==> config.mk <==
export PLATFORM = sky130hd
export DESIGN_NAME = xmit_prio_sched
export DESIGN_NICKNAME = d
export VERILOG_FILES = /design/src/rtl/xmit_pkg.sv /design/src/rtl/xmit_prio_sched.sv
export SDC_FILE = /design/constraint.sdc
export NUM_CORES = 1
export LEC_CHECK = 0
export CAP_MARGIN = 0
export CORE_UTILIZATION = 50
export DETAILED_ROUTE_END_ITERATION = 8
export PLACE_DENSITY = 0.81
export SLEW_MARGIN = 40
export SYNTH_ARGS = -nofsm -noshare
export SYNTH_HDL_FRONTEND = slang
export SYNTH_SLANG_ARGS = --single-unit
==> constraint.sdc <==
create_clock -name clk_sys -period 3.34 [get_ports clk_sys]
set_input_delay 0.668 -clock clk_sys [delete_from_list [all_inputs] [get_ports clk_sys]]
set_output_delay 0.668 -clock clk_sys [all_outputs]
set_load 0.005 [all_outputs]
==> src/rtl/xmit_pkg.sv <==
// xmit_pkg: shared types and control-word field constants for the transmit path
package xmit_pkg;
  typedef enum logic [2:0] {IDLE, POP, CHECK, WAIT_DONE, GAP} state_t;
  localparam int CTRL_W = 24;
  localparam int CTRL_LEN_MSB = 11;
  localparam int CTRL_LEN_LSB = 0;
  localparam int LEN_W = 12;
endpackage

==> src/rtl/xmit_prio_sched.sv <==
// xmit_prio_sched: two-queue transmit frame scheduler with burst limit, length check and inter-frame gap
module xmit_prio_sched
  import xmit_pkg::*;
#(
  parameter int HI_BURST = 4,
  parameter int IFG_CYCLES = 12,
  parameter logic [LEN_W-1:0] MIN_LEN = 12'd64,
  parameter logic [LEN_W-1:0] MAX_LEN = 12'd1518
) (
  input  logic              clk_sys,
  input  logic              reset_n,
  input  logic              f_hi_ctrl_avail,
  input  logic [CTRL_W-1:0] f_hi_ctrl,
  input  logic              f_lo_ctrl_avail,
  input  logic [CTRL_W-1:0] f_lo_ctrl,
  output logic              s_hi_pop,
  output logic              s_lo_pop,
  output logic              s_tx_start,
  output logic              s_tx_sel,
  output logic [LEN_W-1:0]  s_tx_len,
  input  logic              t_tx_done,
  output logic              s_discard,
  output logic              s_busy,
  output logic [15:0]       s_hi_count,
  output logic [15:0]       s_lo_count
);
  localparam logic [7:0] HB = 8'(HI_BURST);
  localparam logic [15:0] GAP_LD = 16'(IFG_CYCLES - 1);
  state_t state, state_n;
  logic [LEN_W-1:0] len_q, len_q_n, len_n;
  logic [15:0] hi_cnt_n, lo_cnt_n, gap_cnt, gap_n;
  logic [7:0] burst, burst_n;
  logic lo_pend, lo_pend_n, sel_n, hi_pop_n, lo_pop_n, start_n, discard_n;
  logic pick_hi, legal, unused_ctrl;
  assign pick_hi = f_hi_ctrl_avail && (!f_lo_ctrl_avail || burst < HB);
  assign legal = len_q >= MIN_LEN && len_q <= MAX_LEN;
  assign unused_ctrl = ^{f_hi_ctrl[CTRL_W-1:CTRL_LEN_MSB+1], f_lo_ctrl[CTRL_W-1:CTRL_LEN_MSB+1]};
  // Next-state and next-output logic; every output is registered from these
  always_comb begin
    state_n = state;
    len_q_n = len_q;
    lo_pend_n = lo_pend;
    sel_n = s_tx_sel;
    len_n = s_tx_len;
    hi_cnt_n = s_hi_count;
    lo_cnt_n = s_lo_count;
    burst_n = burst;
    gap_n = gap_cnt;
    hi_pop_n = 1'b0;
    lo_pop_n = 1'b0;
    start_n = 1'b0;
    discard_n = 1'b0;
    case (state)
      IDLE: if (f_hi_ctrl_avail || f_lo_ctrl_avail) begin
        state_n = POP;
        sel_n = pick_hi;
        len_q_n = pick_hi ? f_hi_ctrl[CTRL_LEN_MSB:CTRL_LEN_LSB] : f_lo_ctrl[CTRL_LEN_MSB:CTRL_LEN_LSB];
        lo_pend_n = f_lo_ctrl_avail;
        hi_pop_n = pick_hi;
        lo_pop_n = !pick_hi;
      end
      POP: begin
        state_n = CHECK;
        start_n = legal;
        discard_n = !legal;
        if (legal) begin
          len_n = len_q;
          hi_cnt_n = s_hi_count + {15'd0, s_tx_sel};
          lo_cnt_n = s_lo_count + {15'd0, !s_tx_sel};
          burst_n = (s_tx_sel && lo_pend) ? burst + {7'd0, burst < HB} : 8'd0;
        end
      end
      CHECK: state_n = s_tx_start ? WAIT_DONE : IDLE;
      WAIT_DONE: if (t_tx_done) begin
        state_n = (IFG_CYCLES == 0) ? IDLE : GAP;
        gap_n = GAP_LD;
      end
      GAP: begin
        state_n = (gap_cnt == 16'd0) ? IDLE : GAP;
        gap_n = gap_cnt - 16'd1;
      end
      default: state_n = IDLE;
    endcase
  end
  always_ff @(posedge clk_sys) begin
    if (!reset_n) begin
      state <= IDLE;
      len_q <= '0;
      lo_pend <= 1'b0;
      burst <= '0;
      gap_cnt <= '0;
      s_hi_pop <= 1'b0;
      s_lo_pop <= 1'b0;
      s_tx_start <= 1'b0;
      s_tx_sel <= 1'b0;
      s_tx_len <= '0;
      s_discard <= 1'b0;
      s_busy <= 1'b0;
      s_hi_count <= '0;
      s_lo_count <= '0;
    end else begin
      state <= state_n;
      len_q <= len_q_n;
      lo_pend <= lo_pend_n;
      burst <= burst_n;
      gap_cnt <= gap_n;
      s_hi_pop <= hi_pop_n;
      s_lo_pop <= lo_pop_n;
      s_tx_start <= start_n;
      s_tx_sel <= sel_n;
      s_tx_len <= len_n;
      s_discard <= discard_n;
      s_busy <= state_n != IDLE;
      s_hi_count <= hi_cnt_n;
      s_lo_count <= lo_cnt_n;
    end
  end
endmodule

# Word-level counts from Yosys, hierarchy flattened
# Cells that the tools add are included.
# word_totals
out_inout_bits	50
elab_cells	53
input_bits	53
ff_bits	90
# op_classes
magnitude_cmp	3
n_eq_ne	5
n_addsub	4
mux	9
n_reduce_logical	18
# op_table
op	n
16-bit by 1-bit adder with 16-bit output	2
16-bit case mux with 2 select lines	1
16-bit logical NOT	1
16-bit two-way mux	1
16-bit by 1-bit subtractor with 16-bit output, second input constant	1
3-bit case mux with 5 select lines	1
12-bit by 7-bit greater-or-equal comparator with 1-bit output, second input constant	1
12-bit by 11-bit less-or-equal comparator with 1-bit output, second input constant	1
12-bit two-way mux	1
3-bit two-way mux	3
8-bit by 1-bit adder with 8-bit output	1
8-bit by 3-bit < comparator with 1-bit output, second input constant	1
8-bit two-way mux	1
2-bit AND reduction	4
3-bit by 2-bit == test with 1-bit output, second input constant	2
1-bit logical NOT	4
3-bit by 1-bit == test with 1-bit output, second input constant	1
3-bit == test, second input constant	1
1-bit logical AND	3
3-bit logical NOT	1
3-bit AND reduction	1
3-bit nonzero test	1
1-bit logical OR	2
2-bit two-way mux	1
2 further kinds	2

# Depth between registers and ports, before layout
# Gate-level depths: netlist (run 1).
# logic_depth
word_depth	4
ltp_mapped	8
mapped_depth_nobuf	8

# Least setup slack after synthesis (run 1)
# No wires, ideal clock.
# synth_timing
path_type	reg2reg
start	register burst[4]
end	register burst[7]
arrival_ns	1.866
slack_ns	1.404
period_less_slack_ns	1.936
setup_ns	0.070
required_time_ns	3.270
path_buffers	0
path_stages_with_launch	7
path_cell_list	dfxtp_1 > or4_1 > nor3_2 > ha_1 > nand3_1 > or4_1 > a21oi_1
# synth_via
elab_chain_len	3
# synth_rtl
element	line_no	rtl
from (decl)	xmit_prio_sched.sv:32	logic [7:0] burst, burst_n;
from (signal assigned)	xmit_prio_sched.sv:105	burst <= burst_n;
8-bit by 3-bit < comparator with 1-bit output	xmit_prio_sched.sv:70	burst_n = (s_tx_sel && lo_pend) ? burst + {7'd0, burst < HB} : 8'd0;
8-bit by 1-bit adder with 8-bit output *	xmit_prio_sched.sv:70	
8-bit two-way mux *	xmit_prio_sched.sv:70	
# Every way passes the cells marked *; elsewhere a longest branch is shown, timed or not.
# A chain may end at the register's enable or synchronous reset.

# Final worst setup path (run 1)
# layout_timing
start	register state[0]
end	register s_lo_count[15]
# layout_via
elab_chain_len	2
# layout_rtl
element	line_no	rtl
from (decl)	xmit_prio_sched.sv:29	state_t state, state_n;
from (signal assigned)	xmit_prio_sched.sv:102	state <= state_n;
3-bit by 1-bit == test with 1-bit output	xmit_prio_sched.sv:53	case (state)
2-bit AND reduction (no source line)	-	
to (signal assigned)	xmit_prio_sched.sv:115	s_lo_count <= lo_cnt_n;
to (decl)	xmit_prio_sched.sv:25	output logic [15:0] s_lo_count
# No other way between the ends.

==> impl_metrics.env, run 1 <==
export IMPL_globalplace_congestion=0.811
export IMPL_synth_top_family_by_area="simple AND/OR/NAND/NOR gates"
export IMPL_cts_htree_levels=3
export IMPL_maxSlewViolCount=0
export IMPL_ioPinCount=103
export IMPL_grt_pass1_wl_um=16700
export IMPL_slowest_delay_ns=0.67
export IMPL_antenna_found_initial=0
export IMPL_cts_sinks=90
export IMPL_synth_xor_xnor_area_share_pct=2.93
export IMPL_critPathMaxFanout=36
export IMPL_ctsHoldBuffers=0
export IMPL_post_cts_buffers=0
export IMPL_die_h_um=93.4
export IMPL_max_vdd_ir_drop_mv=0.338
export IMPL_hold_path_class="register to register"
export IMPL_grt_start_max_net_pins=62
export IMPL_ctsResizeCount=0
export IMPL_syn_num_nets=544
export IMPL_start_kind="register"
export IMPL_power_density_nw_per_um2=426
export IMPL_seq_area_frac_synth_pct=43.1
export IMPL_worstPathCellList="nor3b_2, o211a_1, nand2_2, or4_1, mux2i_1"
export IMPL_synth_compound_area_share_pct=16.4
export IMPL_synth_mux_area_fraction_pct=4.58
export IMPL_setup_violations=0
export IMPL_cp_slowest_cell="or4_1"
export IMPL_drt_iter0_drc=136
export IMPL_grt_overflow=0
export IMPL_nets=615
export IMPL_synth_adder_area_share_pct=2.10
export IMPL_layout_drive_gt1_share_pct=6.25
export IMPL_yosys_area_top_type="dfxtp_1"
export IMPL_cp_arrival_ns=2.70
export IMPL_power_total_uw=2240
export IMPL_route_detailed_drc=0
export IMPL_avgSynthCellArea_um2=8.63
export IMPL_area_delta_synth_final_pct=25.7
export IMPL_dr_pass1_iters=4
export IMPL_numCtsBuffers=9
export IMPL_synth_async_reset_ratio_pct=0
export IMPL_ys_warn_count=0
export IMPL_finalClockSkew_ns=0.0159
export IMPL_dieWidth_um=93.4
export IMPL_cp_required_ns=3.62
export IMPL_max_slew_margin_rel_pct=55.0
export IMPL_synthCells=484
export IMPL_start_util_pct=53.0
export IMPL_dp_hpwl_um=6850
export IMPL_synth_cell_type_count=60
export IMPL_ant_nets=0
export IMPL_endpoint_kind="register"
export IMPL_antenna_cells=0
export IMPL_netlist_area_um2=4180
export IMPL_core_area_um2=7890
export IMPL_io_buffer_count=78
export IMPL_synth_top_area_share_pct=43.1
export IMPL_worstSetupPathType="register to register"
export IMPL_drv_cap=0
export IMPL_drt_wl_total_um=9990
export IMPL_synth_area_leaders="dfxtp_1 43%, a21oi_1 6.0%, nand2_1 5.6%"
export IMPL_p_leak_uw=0.00186
export IMPL_vias=3812
export IMPL_synth_most_common_cell="dfxtp_1"
export IMPL_worst_pin_slew_ns=0.673
export IMPL_dieArea_um2=8730
export IMPL_min_period_over_period_pct=72.7
export IMPL_synth_commonest_cells="90 x dfxtp_1, 62 x nand2_1, 50 x a21oi_1, 34 x nor2_1, 24 x o21ai_0"
export IMPL_ys_seq_elements=90
export IMPL_finalSetupTns_ns=0
export IMPL_outcome="finished, final reports clean"
export IMPL_synth_edff_count=0
export IMPL_synth_top_flop_cell="dfxtp_1"
export IMPL_root_buffer="clkbuf_8"
export IMPL_cts_tree="yes"
export IMPL_vias_per_cell=5.76
export IMPL_clkTransAtPathRegs_ns=0.08
export IMPL_final_util_pct=66.6
export IMPL_fmax_mhz=412
export IMPL_yosys_area_share_simple_pct=26.8
export IMPL_cts_buffer_depth=2
export IMPL_fp_row_count=32
export IMPL_grt_pass1_vias=3731
export IMPL_fin_crit_ns=2.43
export IMPL_clk_latency_ns=0.36
export IMPL_path_delay_family="simple AND/OR/NAND/NOR gates"
export IMPL_critPathBufInv=0
export IMPL_wire_per_inst_um=15.1
export IMPL_grt_use_total_pct=23.9
export IMPL_rsz0062_at_grt="false"
export IMPL_timing_hold_violations_final=0
-- metal layers --
metal / vias up / routed length (um) / GRT usage [%]
met4: 0 / 172 / 7.82
met5: - / 0 / 0
met2: 106 / 4890 / 42.2
li1: 1899 / - / -
met3: 12 / 527 / 5.77
met1: 1795 / 4400 / 28.4
-- placed cells by master (no fill, tap or decap), types with 4 or more instances in the layout --
cell             synthesis  final
a21oi_1                 50     50
o31ai_1                  4      4
o21a_1                   6      6
a31oi_1                  4      4
nand3_1                 15     15
clkbuf_8                 0     11
nor4_1                   8      8
nand2_1                 62     62
nand4b_1                 4      4
nand4_1                 14     14
inv_1                   12     12
buf_4                    3      5
xnor2_1                 13     13
dfxtp_1                 90     90
nor3_1                   8      8
nor2_1                  34     34
ha_1                     7      7
or3_1                    7      7
nand2b_1                 7      7
mux2i_1                 18     18
o21ai_0                 24     24
and3_1                   9      9
or4_1                   10     10
and4_1                   6      6
clkdlybuf4s50_1          0     78
-- power by group --
group	switching, uW	total [uW]	internal [uW]	leakage [uW]
clock network	375	838	463	0.000117
logic	141	253	111	0.00101
registers	36.7	1150	1110	0.000730
total	553	2240	1680	0.00186
-- cell families after synthesis --
kind of cell,Yosys count
AO/OA/AOI/OAI,112
buffers and inverters,37
flip-flops,90
XOR/XNOR,14
multiplexers,19
AND/OR/NAND/NOR,205
adder cells (fa/ha/maj),7
-- final cells by class --
| cell class | instances | area, um^2 |
|---|---|---|
| well taps | 102 | 128 |
| flip-flops and latches | 90 | 1800 |
| inverters | 13 | 48.8 |
| fillers | 648 | 2640 |
| clock inverters | 4 | 73.8 |
| repair buffers | 84 | 838 |
| multi-input cells | 357 | 2210 |
| clock buffers | 12 | 155 |
-- worst paths after layout --
| check | from | endpoint | slack, ns | cells after the start |
|---|---|---|---|---|
| worst min register to register | s_tx_len[5] | s_tx_len[5] | 0.46 | 2 |
| worst min-delay path | s_tx_len[5] | s_tx_len[5] | 0.46 | 2 |
| worst max register to register | state[0] | s_lo_count[15] | 0.91 | 5 |
| worst max-delay path | state[0] | s_lo_count[15] | 0.91 | 5 |
-- per-stage QoR --
stage	std cells	hold WS, ns	area [um^2]	worst slack (ns)
global placement	646	0.442	5020	0.966
floorplan	484	0.431	4180	1.40
global route	662	0.470	5250	0.734
finish	662	0.461	5250	0.912
CTS	662	0.459	5250	0.920
detailed placement	646	0.451	5020	0.922
-- worst min-delay path, stage by stage, from the launching register on --
cell and delay (ns):
dfxtp_1 0.31, nand2_1 0.05, a21oi_1 0.05
-- sequential cells by signal (all words and copies together), names as in the netlist --
| register | cells |
|---|---|
| s_busy | 1 |
| len_q | 12 |
| s_tx_start | 1 |
| s_tx_sel | 1 |
| s_hi_pop | 1 |
| lo_pend | 1 |
| state | 3 |
| gap_cnt | 16 |
| s_lo_count | 16 |
| burst | 8 |
| s_lo_pop | 1 |
| s_hi_count | 16 |
| s_tx_len | 12 |
| s_discard | 1 |
No activity file was read; power rests on OpenSTA's default activity.
==> inputs of run 2 (changes only) <==
--- a/config.mk
+++ b/config.mk
@@ -6,9 +6,9 @@
 export NUM_CORES = 1
 export LEC_CHECK = 0
 export CAP_MARGIN = 0
-export CORE_UTILIZATION = 50
+export CORE_UTILIZATION = 49
 export DETAILED_ROUTE_END_ITERATION = 8
-export PLACE_DENSITY = 0.81
+export PLACE_DENSITY = 0.79
 export SLEW_MARGIN = 40
 export SYNTH_ARGS = -nofsm -noshare
 export SYNTH_HDL_FRONTEND = slang
==> constraint.sdc (replaced) <==
create_clock -name clk_sys -period 2.3 [get_ports clk_sys]
set_input_delay 0.46 -clock clk_sys [delete_from_list [all_inputs] [get_ports clk_sys]]
set_output_delay 0.46 -clock clk_sys [all_outputs]
set_load 0.005 [all_outputs]
==> run 2 against run 1 <==
Register-to-register slack lost 0.74 ns. Maximum frequency grew 14%. Global-route usage shrank 0.80 points. Power grew 38%. Flip-flop and latch count is the same. Critical path depth grew 1. Design area grew 0.43%. First-iteration DRC count grew 110%. Non-clock buffer count grew 7. Combinational power grew 53%. Sequential share of layout area shrank 0.15 points. Critical path type unchanged. Die area grew 2.0%. Critical endpoint is now burst[7].
==> impl_metrics.env, run 2 (synthesis results as in run 1) <==
export IMPL_finalSetupTns_ns=0
export IMPL_fin_ws_ns=0.172
export IMPL_io_buffer_count=78
export IMPL_placed_cell_area_um2=5080
export IMPL_cp_arrival_ns=2.41
export IMPL_grt_use_total_pct=23.1
export IMPL_cts_buffer_depth=2
export IMPL_critPathMaxFanout=5
export IMPL_start_kind="register"
export IMPL_max_vdd_ir_drop_mv=0.306
export IMPL_antenna_found_initial=0
export IMPL_largest_registers="gap_cnt: 16 flops, s_hi_count: 16 flops, s_lo_count: 16 flops"
export IMPL_clkTransAtPathRegs_ns=0.09
export IMPL_maxSlewViolCount=0
export IMPL_layout_common_cells="90 x dfxtp_1, 78 x clkdlybuf4s50_1, 62 x nand2_1"
export IMPL_core_area_um2=8220
export IMPL_final_common_cell="dfxtp_1"
export IMPL_cts_tree="yes"
export IMPL_cp_required_ns=2.59
export IMPL_start_util_pct=50.9
export IMPL_grt_pass1_vias=3653
export IMPL_wire_per_inst_um=14.6
export IMPL_hold_path_class="register to register"
export IMPL_post_cts_buffers=0
export IMPL_worst_pin_slew_ns=0.533
export IMPL_antenna_cells=0
export IMPL_layout_drive_gt1_share_pct=7.41
export IMPL_cts_htree_levels=3
export IMPL_vias=3860
export IMPL_area_delta_synth_final_pct=26.2
export IMPL_min_period_over_period_pct=92.5
export IMPL_dp_hpwl_um=6910
export IMPL_setup_violations=0
export IMPL_power_total_uw=3100
export IMPL_vias_per_cell=5.74
export IMPL_ctsHoldBuffers=0
export IMPL_die_h_um=94.4
export IMPL_numCtsBuffers=9
export IMPL_endpoint_kind="register"
export IMPL_drt_wl_total_um=9800
export IMPL_drt_iter0_drc=284
export IMPL_power_density_nw_per_um2=588
export IMPL_drv_cap=0
export IMPL_ant_nets=0
export IMPL_root_buffer="clkbuf_8"
export IMPL_p_leak_uw=0.00187
export IMPL_worstSetupPathType="register to register"
export IMPL_fp_row_count=33
export IMPL_globalplace_congestion=0.855
export IMPL_max_slew_margin_rel_pct=64.5
export IMPL_dr_pass1_iters=4
export IMPL_postLayoutCellArea_um2=5270
export IMPL_dp_slack_ns=0.165
export IMPL_outcome="finished, final reports clean"
export IMPL_rsz0062_at_grt="false"
export IMPL_dieWidth_um=94.4
export IMPL_route_detailed_drc=0
export IMPL_dieArea_um2=8900
export IMPL_fmax_mhz=470
export IMPL_fin_crit_ns=2.13
export IMPL_cts_sinks=90
export IMPL_grt_overflow=0
export IMPL_ioPinCount=103
export IMPL_timing_hold_violations_final=0
export IMPL_finalClockSkew_ns=0.00903
export IMPL_clk_latency_ns=0.36
export IMPL_grt_pass1_wl_um=16400
export IMPL_nets=622
export IMPL_grt_start_max_net_pins=52
-- run 2: changes by cell type in the layout (fill, tap and decap cells not counted), sizes merged --
cell      before  now
buf            6   13
bufinv         2    1
clkbuf        12   11
clkinvlp       0    2
-- run 2: path summary, 6_finish.rpt --
check,startpoint,to,slack (ns),cells past startpoint
max,burst[3],burst[7],0.17,6
min,s_tx_len[0],s_tx_len[0],0.46,2
max reg2reg,burst[3],burst[7],0.17,6
min reg2reg,s_tx_len[0],s_tx_len[0],0.46,2
-- run 2: timing repair --
action / 4_1_cts / 5_1_grt
endpoints found under the hold margin: 0 / 0
resized for setup: 0 / 2
setup endpoints to repair: 0 / 2
-- run 2: power by group --
group	internal [uW]	switching (uW)
sequential	1610	44.7
clock	500	555
combinational	175	212
total	2290	812
-- run 2: cell type report --
cell class | instances | area, um^2
Inverter | 13 | 48.8
Clock buffer | 11 | 131
Sequential cell | 90 | 1800
Fill cell | 661 | 2940
Tap cell | 105 | 131
Multi-Input combinational cell | 357 | 2210
Timing Repair Buffer | 91 | 891
Clock inverter | 5 | 55.1
-- run 2: routing by layer --
layer	track usage [%]	share of wire [%]	wire, um	up-vias
met2	39.2	48	4690	104
li1	-	-	-	1914
met3	4.35	5.0	488	14
met4	9.87	1.4	141	0
met1	28.6	46	4480	1828
met5	0	0	0	-
-- run 2: critical path, cell delays in order (launching register included) --
cell	delay (ns)
dfxtp_1	0.34
or4_1	0.57
nor3_4	0.20
ha_1	0.28
nand3_1	0.10
or4_1	0.41
a21oi_1	0.15
-- run 2: through the flow --
| step | hold WS [ns] | cells | util, % |
|---|---|---|---|
| 3_5_place_dp | 0.449 | 656 | 61.8 |
| 4_1_cts | 0.463 | 672 | 64.1 |
| 6_report | 0.460 | 672 | 64.2 |
| 5_1_grt | 0.486 | 672 | 64.2 |
| 2_1_floorplan | 0.431 | 484 | - |
| 3_3_place_gp | 0.441 | 656 | 61.8 |
==> inputs of run 3 (changes only) <==
--- a/config.mk
+++ b/config.mk
@@ -9,6 +9,7 @@
 export CORE_UTILIZATION = 49
 export DETAILED_ROUTE_END_ITERATION = 8
 export PLACE_DENSITY = 0.79
+export RECOVER_POWER = 100
 export SLEW_MARGIN = 40
 export SYNTH_ARGS = -nofsm -noshare
 export SYNTH_HDL_FRONTEND = slang
==> run 3 against run 2 <==
Design area is 0.64% lower. Global-route usage did not move. Register-to-register slack worse by 0.05 ns. Worst hold slack worse by 0.0043 ns. Largest power group unchanged. Clock power barely moved. Final cell count is the same. Flip-flop and latch count is the same. Non-clock buffer count stayed put. Critical endpoint is now s_hi_count[14]. Clock skew barely moved. Worst setup slack worse by 0.052 ns. Clock-buffer cell count did not move. Maximum frequency decreased by 2.4%.
==> impl_metrics.env, run 3 (synthesis results as in run 1) <==
export IMPL_power_frac_seq_pct=53.8
export IMPL_antenna_found_initial=0
export IMPL_endpoint_kind="register"
export IMPL_post_cts_buffers=0
export IMPL_hp_start="s_tx_len[0]"
export IMPL_start_kind="register"
export IMPL_fillers=667
export IMPL_dp_hpwl_um=6910
export IMPL_critPathMaxFanout=19
export IMPL_cts_buffer_depth=2
export IMPL_globalplace_congestion=0.855
export IMPL_cp_arrival_ns=2.47
export IMPL_vias_per_cell=5.82
export IMPL_outcome="finished, final reports clean"
export IMPL_nets=622
export IMPL_p_leak_uw=0.00202
export IMPL_layout_drive_gt1_share_pct=6.17
export IMPL_min_period_over_period_pct=94.8
export IMPL_clkTransAtPathRegs_ns=0.09
export IMPL_core_area_um2=8220
export IMPL_power_density_nw_per_um2=588
export IMPL_fin_crit_ns=2.18
export IMPL_grt_use_total_pct=23.1
export IMPL_p_comb_share_pct=12.0
export IMPL_min_delay_path_depth=2
export IMPL_worstSetupPathType="register to register"
export IMPL_fmax_mhz=459
export IMPL_setup_violations=0
export IMPL_reg2reg_setup_slack_ns=0.12
export IMPL_vias=3910
export IMPL_max_vdd_ir_drop_mv=0.305
export IMPL_layout_common_cells="90 x dfxtp_1, 62 x nand2_1, 51 x dlygate4sd3_1"
export IMPL_io_buffer_count=78
export IMPL_multi_input_area_um2=2200
export IMPL_fp_row_count=33
export IMPL_drv_cap=0
export IMPL_grt_pass1_wl_um=16400
export IMPL_p_switching_uw=806
export IMPL_maxSlewViolCount=0
export IMPL_timing_hold_violations_final=0
export IMPL_ant_nets=0
export IMPL_drt_iter0_drc=298
export IMPL_cts_htree_levels=3
export IMPL_dr_pass1_iters=5
export IMPL_rsz0062_at_grt="false"
export IMPL_internal_power_uw=2270
export IMPL_wire_per_inst_um=14.6
export IMPL_reg2reg_depth=6
export IMPL_grt_overflow=0
export IMPL_final_util_pct=63.8
export IMPL_reg2reg_to="s_hi_count[14]"
export IMPL_max_slew_margin_rel_pct=43.5
export IMPL_ioPinCount=103
export IMPL_root_buffer="clkbuf_8"
export IMPL_drt_wl_total_um=9800
export IMPL_cts_tree="yes"
export IMPL_numCtsBuffers=9
export IMPL_die_h_um=94.4
export IMPL_finalSetupTns_ns=0
export IMPL_antenna_cells=0
export IMPL_swShare_pct=26.2
export IMPL_regArea_um2=1800
export IMPL_cts_sinks=90
export IMPL_route_detailed_drc=0
export IMPL_area_delta_synth_final_pct=25.4
export IMPL_worst_pin_slew_ns=0.847
export IMPL_r2r_start="len_q[6]"
export IMPL_hold_end="s_tx_len[0]"
export IMPL_grt_pass1_vias=3653
export IMPL_dieArea_um2=8900
export IMPL_final_common_cell="dfxtp_1"
export IMPL_cp_required_ns=2.59
export IMPL_grt_start_max_net_pins=52
export IMPL_finalClockSkew_ns=0.00885
export IMPL_clkPwrFrac_pct=34.2
export IMPL_largest_registers="gap_cnt: 16 flops, s_hi_count: 16 flops, s_lo_count: 16 flops"
export IMPL_dieWidth_um=94.4
export IMPL_clk_latency_ns=0.36
export IMPL_hold_path_class="register to register"
export IMPL_start_util_pct=50.9
## run 3: cell count changes in the layout (fill, tap and decap cells not counted), sizes merged
cell,change
clkbuf,+5
buf,-5
clkdlybuf4s50,-51
dlygate4sd3,+51
## run 3: worst max path at each step
stage,startpoint,to
after floorplan,burst[4],burst[7]
after global placement,burst[3],burst[7]
after global routing,reset_n,s_discard
final,len_q[6],s_hi_count[14]
after CTS,burst[3],burst[7]
after detailed placement,burst[4],burst[7]
## run 3: per-stage QoR
step	hold WS, ns	worst slack, ns	power, uW	cells	cell area, um^2
6_report	0.455	0.120	3080	672	5240
4_1_cts	0.463	0.147	3100	672	5270
5_1_grt	0.484	0.0146	3210	672	5240
3_5_place_dp	0.449	0.165	2070	656	5080
2_1_floorplan	0.431	0.364	1910	484	4180
3_3_place_gp	0.441	0.248	2060	656	5080
## run 3: critical path, cell delays in order (launching register included)
cell and delay, ns:
dfxtp_1 0.34, or4_1 0.60, o211ai_1 0.52, nor2_1 0.12, buf_4 0.24, nand3_1 0.12
mux2i_1 0.18
## run 3: routing by layer
metal	vias to the layer above	track usage, %	routed length, um
met5	-	0	0
met4	0	9.87	145
met3	16	4.35	546
met2	140	39.2	4640
met1	1838	28.6	4470
li1	1916	-	-
## run 3: power by group through the flow
stage	sequential (uW)	clock, uW	combinational (uW)
floorplan	1680	0	228
global placement	1690	0	370
detailed placement	1690	0	382
CTS	1660	1060	384
global route	1660	1130	412
finish	1660	1050	370
## run 3: area by class of cell
| type | instances | area share [%] |
|---|---|---|
| inverters | 13 | 0.931 |
| multi-input cells | 357 | 42.0 |
| flip-flops and latches | 90 | 34.4 |
| well taps | 105 | 2.51 |
| clock inverters | 5 | 1.05 |
| clock buffers | 11 | 2.51 |
| repair buffers | 91 | 16.7 |
## run 3: what timing repair did
item                                    in CTS  in global routing
endpoints found under the setup margin       0                  2
hold buffers                                 0                  0
gates resized for setup                      0                  2
